File: config.mk
export PLATFORM = sky130hd
export DESIGN_NAME = shift_loader_flat
export DESIGN_NICKNAME = d
export VERILOG_FILES = /design/src/rtl/shift_loader_if.sv /design/src/rtl/shift_loader.sv /design/src/flat_wrapper.sv
export SDC_FILE = /design/constraint.sdc
export NUM_CORES = 1
export LEC_CHECK = 0
export ABC_AREA = 1
export CAP_MARGIN = 15
export CORE_ASPECT_RATIO = 0.5
export CORE_UTILIZATION = 40
export CTS_CLUSTER_DIAMETER = 120
export DETAILED_ROUTE_END_ITERATION = 7
export GPL_TIMING_DRIVEN = 0
export SETUP_SLACK_MARGIN = 0.15
export SYNTH_ARGS = -nofsm -noshare
export SYNTH_HDL_FRONTEND = slang
export SYNTH_SLANG_ARGS = --single-unit
File: constraint.sdc
create_clock -name clk -period 3.5 [get_ports clk]
set_input_delay 0.35 -clock clk [delete_from_list [all_inputs] [get_ports clk]]
set_output_delay 0.35 -clock clk [all_outputs]
set_load 0.01 [all_outputs]
File: src/rtl/shift_loader_if.sv
// shift_loader_if: start/data handshake and serial outputs of the shift loader.
interface shift_loader_if;
    logic       start;
    logic [7:0] din;
    logic       DS;
    logic       SH_CP;
    logic       ST_CP;
    logic       busy;
    logic       done;
    modport master (output start, din, input DS, SH_CP, ST_CP, busy, done);
    modport slave  (input start, din, output DS, SH_CP, ST_CP, busy, done);
endinterface

File: src/rtl/shift_loader.sv
// shift_loader: serializes one byte into a shift/storage register pair (SH_CP, ST_CP, DS).
module shift_loader #(
    parameter int   DIV       = 4,
    parameter logic MSB_FIRST = 1'b1,
    parameter logic INVERT    = 1'b1
) (
    input  logic          clk,
    input  logic          MR,
    shift_loader_if.slave bus
);
    typedef enum logic [2:0] {IDLE, SETUP, HIGH, LATCH, DONE} state_t;
    state_t     state_q;
    logic [7:0] tmr_q;
    logic [7:0] buf_q;
    logic [7:0] buf_d;
    logic [3:0] cnt_q;
    logic       ds_q;
    logic       sh_q;
    logic       st_q;
    logic       busy_q;
    logic       done_q;
    logic       last;
    assign last  = tmr_q == 8'(DIV - 1);
    assign buf_d = MSB_FIRST ? {buf_q[6:0], 1'b0} : {1'b0, buf_q[7:1]};
    always_ff @(posedge clk or negedge MR) begin
        if (!MR) begin
            state_q <= IDLE;
            tmr_q   <= 8'd0;
            cnt_q   <= 4'd0;
            buf_q   <= 8'h00;
            ds_q    <= INVERT;
            sh_q    <= 1'b0;
            st_q    <= 1'b0;
            busy_q  <= 1'b0;
            done_q  <= 1'b0;
        end else begin
            done_q <= 1'b0;
            tmr_q  <= (state_q == IDLE || state_q == DONE || last) ? 8'd0 : tmr_q + 8'd1;
            case (state_q)
                IDLE: if (bus.start) begin
                    buf_q   <= bus.din;
                    cnt_q   <= 4'd0;
                    ds_q    <= (MSB_FIRST ? bus.din[7] : bus.din[0]) ^ INVERT;
                    busy_q  <= 1'b1;
                    state_q <= SETUP;
                end
                SETUP: if (last) begin
                    sh_q    <= 1'b1;
                    state_q <= HIGH;
                end
                HIGH: if (last) begin
                    buf_q <= buf_d;
                    cnt_q <= cnt_q + 4'd1;
                    sh_q  <= 1'b0;
                    // DS keeps the last bit through LATCH
                    if (cnt_q == 4'd7) begin
                        st_q    <= 1'b1;
                        state_q <= LATCH;
                    end else begin
                        ds_q    <= (MSB_FIRST ? buf_d[7] : buf_d[0]) ^ INVERT;
                        state_q <= SETUP;
                    end
                end
                LATCH: if (last) begin
                    st_q    <= 1'b0;
                    done_q  <= 1'b1;
                    state_q <= DONE;
                end
                DONE: begin
                    busy_q  <= 1'b0;
                    state_q <= IDLE;
                end
                default: state_q <= IDLE;
            endcase
        end
    end
    assign bus.DS    = ds_q;
    assign bus.SH_CP = sh_q;
    assign bus.ST_CP = st_q;
    assign bus.busy  = busy_q;
    assign bus.done  = done_q;
endmodule
File: src/flat_wrapper.sv
// flat-port wrapper written by rule: the top's interface ports become plain ports
module shift_loader_flat 
#(
    parameter int   DIV       = 4,
    parameter logic MSB_FIRST = 1'b1,
    parameter logic INVERT    = 1'b1
)
  (clk, MR, bus_start, bus_din, bus_DS, bus_SH_CP, bus_ST_CP, bus_busy, bus_done);
  shift_loader_if bus_i ();
  input  logic clk;
  input  logic MR;
  input wire logic [$bits(bus_i.start)-1:0] bus_start;
  input wire logic [$bits(bus_i.din)-1:0] bus_din;
  output wire logic [$bits(bus_i.DS)-1:0] bus_DS;
  output wire logic [$bits(bus_i.SH_CP)-1:0] bus_SH_CP;
  output wire logic [$bits(bus_i.ST_CP)-1:0] bus_ST_CP;
  output wire logic [$bits(bus_i.busy)-1:0] bus_busy;
  output wire logic [$bits(bus_i.done)-1:0] bus_done;
  assign bus_i.start = bus_start;
  assign bus_i.din = bus_din;
  assign bus_DS = bus_i.DS;
  assign bus_SH_CP = bus_i.SH_CP;
  assign bus_ST_CP = bus_i.ST_CP;
  assign bus_busy = bus_i.busy;
  assign bus_done = bus_i.done;
  shift_loader #(.DIV(DIV), .MSB_FIRST(MSB_FIRST), .INVERT(INVERT)) u_core (.clk(clk), .MR(MR), .bus(bus_i));
endmodule
* Word level (Yosys, flattened, before mapping)
Cells that the tools add are included.
Storage, ports and cells: register bits 27, input port bits 11, output and inout port bits 5
Cells by class: add/subtract/negate cells 2, equal/unequal tests 12, multiplexer cells 27, bitwise gates (word level) 2, reduce and logical (&&, ||, !) cells 13
Operator list (number):
- 7-bit two-way mux | 2
- 7-bit one-hot mux with 2 select lines | 1
- 3-bit two-way mux | 4
- 3-bit one-hot mux with 4 select lines | 1
- 4-bit AND reduction | 3
- 1-bit two-way mux | 10
- 8-bit by 1-bit adder with 8-bit output (second input constant) | 1
- 8-bit by 2-bit == test with 1-bit output (second input constant) | 1
- 4-bit two-way mux | 2
- 8-bit two-way mux | 1
- 2-bit by 1-bit inequality test with 1-bit output (second input constant) | 4
- 1-bit one-hot mux with 2 select lines | 4
- 4-bit one-hot mux with 2 select lines | 1
- 2-bit nonzero test | 4
- 3-bit by 2-bit == test with 1-bit output (second input constant) | 2
- 3-bit AND reduction | 2
- 4-bit by 1-bit adder with 4-bit output (second input constant) | 1
- 4-bit by 3-bit == test with 1-bit output (second input constant) | 1
- 2-bit inequality test (second input constant) | 2
- 3-bit by 1-bit == test with 1-bit output (second input constant) | 1
- 3-bit == test (second input constant) | 1
- 3-bit logical NOT | 1
- 1-bit logical OR | 2
- 2-bit two-way mux | 1
- other kinds (2) | 3

* Depth between registers and ports, before layout
word-level depth 4, mapped depth 9

* Least setup slack after synthesis
OpenSTA, ideal clock, no wires.
path kind register to register, start reg u_core.tmr_q[0], end reg u_core.buf_q[3], setup time 0.119 ns, data arrival time 1.272 ns, data required time 3.381 ns, path slack 2.109 ns, stages on the path, launching flop included 10, period minus slack after synthesis 1.391 ns, path through dfrtp_1 -> ha_1 -> nand2_1 -> nor2_1 -> nand2_1 -> nand2_2 -> nand3_2 -> buf_6 -> nand2_1 -> nand2_1
On the way: longest elaborated chain between the ends 3
Ends and longest elaborated chain:
- start: declaration | RTL line shift_loader.sv:13 | logic [7:0] tmr_q;
- start signal: assignment | RTL line shift_loader.sv:38 | tmr_q <= (state_q == IDLE || state_q == DONE || last) ? 8'd0 : tmr_q + 8'd1;
- 8-bit by 2-bit == test with 1-bit output | RTL line shift_loader.sv:23 | assign last = tmr_q == 8'(DIV - 1);
- 2-bit by 1-bit inequality test with 1-bit output (no line)
- 3-bit AND reduction (no line)
- end signal: assignment | RTL line shift_loader.sv:41 | buf_q <= bus.din;
- end signal: assignment | RTL line shift_loader.sv:52 | buf_q <= buf_d;
- end: declaration | RTL line shift_loader.sv:14 | logic [7:0] buf_q;
No other way between the ends. A chain may end at the register's enable or synchronous reset.

* Worst setup path after layout
start reg u_core.ds_q, in the netlist u_core.bus.DS, end out bus_DS
RTL lines:
- start: declaration | RTL line shift_loader.sv:17 | logic ds_q;
- start signal: assignment | RTL line shift_loader.sv:43 | ds_q <= (MSB_FIRST ? bus.din[7] : bus.din[0]) ^ INVERT;
- start signal: assignment | RTL line shift_loader.sv:60 | ds_q <= (MSB_FIRST ? buf_d[7] : buf_d[0]) ^ INVERT;
- end: declaration | RTL line flat_wrapper.sv:14 | output wire logic [$bits(bus_i.DS)-1:0] bus_DS;
No word-level cell between the ends.

==> run metrics <==
status completed; Worst Path Max Fanout 2; Seq pwr share 0.394; Post-CTS Hold Buffers 0; Pre-antenna DRT Iters 5; IO Pins 16; clk_lat worst skew 0.28 ns; Final GP Congestion 0.814; num rows 14; Worst setup EP type output pin; Buf/Inv on CP 1; Synth Area in Simple Gates 0.361; Yosys cell types 20; Synth Area in XOR/XNOR 0.0190; Max Clock Freq 589 MHz; slowest CP cell dfstp_2; Reg-to-Reg End u_core.buf_q[4]; worst hold path type primary input to async pin; DRC violations left 0; largest family of logic cells by synthesized area simple AND/OR/NAND/NOR gates; clock slew at reported path FFs 0.10 ns; initial DRC count 40; Setup Crit Path Kind flop to output pin; TritonCTS Sinks 27; total leakage power 0.859 nW; Slew headroom 0.593; Die Y 43.6 um; top post-synthesis cells by area dfrtp_1, nand2_1, nand4_1; Worst Skew 0.00372 ns; Yosys reg bits 27; routed via count 1174; final wirelength 2710 um; final cell area excluding filler cells 1660 um2; post-detailed-route wirelength per cell 11.2 um; Tmin final 1.70 ns; layout cells sized above 1 0.0746; adder-cell area share of the yosys netlist 0.0181; Tcrit/Tclk final 0.485; NetSw 0.543 mW; CP peak stage delay 0.54 ns; Post-Syn Instances 181; R2R Path Start u_core.tmr_q[0]; Arr. time, crit path 1.35 ns; grt total ovfl 0; clock group share of total power 0.147; crit path cell chain clkdlybuf4s50_1; Syn Area/Cell 7.64 um2; share of the synthesized area in the top cell type 0.471; post-synthesis mux area share 0; initial antenna violation count 0; Die Width 85.1 um; synth warn 0; die area 3710 um2; post-route ant nets 0; internal power 0.734 mW; final hold vios 0; syn nets 194; Comb power frac 0.460; placed cell area 1610 um2; NumNets Final 215; most frequent cells in the layout nand2_1, dfrtp_1, inv_1, nor2_1; Synth area leader dfrtp_1; Worst EP required 3.15 ns; first-pass GRT wire length 4890 um; unrepaired setup endpoints after global routing no; worst slew pin tran 0.608 ns; Port-buffer cells 15; vias per inst 4.87; max-cap violations 0; CTS root buf clkbuf_8; CTS Buffer Depth 2; Compound-Gate Fraction of Synth Area 0.0290; CTS tree built; Initial Utilization 0.441; area delta synth->final 20.0%; R2R cell count 8; switching part of the total 0.425; count of final setup violators 0; post-CTS setup buffer count 0; Detailed Place HPWL 2040 um; Mapped Area 1380 um2; commonest non-fill, non-tap cell in the layout nand2_1; CP delay by family, top flip-flops; Pins Over Slew Limit 0; peak supply drop 248 uV; power per cell area 770 nW/um2; CP startpoint kind flop; H-tree depth 1; Post-CTS Resized 0; vias in the first global route 1122; largest net degree at the start of global routing 18; Core ar. 3140 um2; GRT Util Overall 0.170; # diodes 0; Setup TNS 0 ns; cts bufs inserted 3; Reg2Reg Setup Slack 1.89 ns; sequential share of the synthesized area 0.490
[cell type report]
cell class                 instances  area (um2)
fill                             322        1480
sequential                        27         677
multi-input combinational        127         591
timing repair buffer              16         178
inverter                          21        78.8
tap                               40        50.0
clock buffer                       3        41.3
buffer                             6        36.3
clock inverter                     1        7.51
[routing by layer]
| layer | track usage | up-vias | part of all wire |
|---|---|---|---|
| met5 | 0 | - | 0 |
| met4 | 0.0305 | 0 | 0.0081 |
| li1 | - | 612 | - |
| met2 | 0.282 | 15 | 0.45 |
| met3 | 0.0457 | 4 | 0.038 |
| met1 | 0.232 | 543 | 0.51 |
[worst max-delay path by stage]
stage	end	from	cells after the start
6_report	bus_DS	u_core.bus.DS	1
2_1_floorplan	u_core.buf_q[3]	u_core.tmr_q[0]	9
4_1_cts	bus_DS	u_core.bus.DS	1
3_5_place_dp	u_core.buf_q[4]	bus_start	6
3_3_place_gp	u_core.buf_q[3]	MR	1
5_1_grt	u_core.buf_q[1]	u_core.tmr_q[0]	8
[cells in the mapped netlist]
cell type  count
clkbuf_2       1
dfstp_2        1
nor2_2         1
inv_1         21
a21oi_1        4
dfrtp_1       26
nand3_1        7
nand2_1       65
or2_0          1
nor3_1         3
buf_2          4
nor2_1        18
buf_6          1
nand4_1       15
xor2_1         3
nand3_2        1
o21ai_0        4
ha_1           2
nor3b_1        2
nand2_2        1
[through the flow]
step	utilization	worst slack (ns)	hold WS, ns	total power, mW	instances
final	0.529	1.80	0.440	1.28	241
after global routing	0.529	1.73	0.477	1.41	241
after CTS	0.529	1.79	0.461	1.30	241
after detailed placement	0.514	1.83	0.450	1.10	237
after global placement	0.505	1.62	0.450	1.09	236
after floorplan	-	2.11	0.0544	0.933	181
[cells by family (layout without fill, tap and decap cells)]
family | count (synthesis) | after routing
compound gates | 8 | 8
xor+xnor | 3 | 3
fa+ha+maj | 2 | 2
buf+inv | 27 | 47
flops | 27 | 27
simple gates | 114 | 114
[sequential cells by signal, indices dropped and copies added, names as in the netlist]
signal            count
u_core.buf_q          7
u_core.bus.DS         1
u_core.bus.SH_CP      1
u_core.bus.ST_CP      1
u_core.bus.busy       1
u_core.bus.done       1
u_core.cnt_q          4
u_core.state_q        3
u_core.tmr_q          8
[power by group through the flow]
| stage | clock [mW] | sequential [mW] | combinational [mW] |
|---|---|---|---|
| after floorplan | 0 | 0.504 | 0.429 |
| after global placement | 0 | 0.507 | 0.583 |
| after detailed placement | 0 | 0.509 | 0.595 |
| after CTS | 0.197 | 0.503 | 0.596 |
| after global routing | 0.209 | 0.520 | 0.681 |
| final | 0.188 | 0.503 | 0.587 |
No activity file was read; power rests on OpenSTA's default activity.
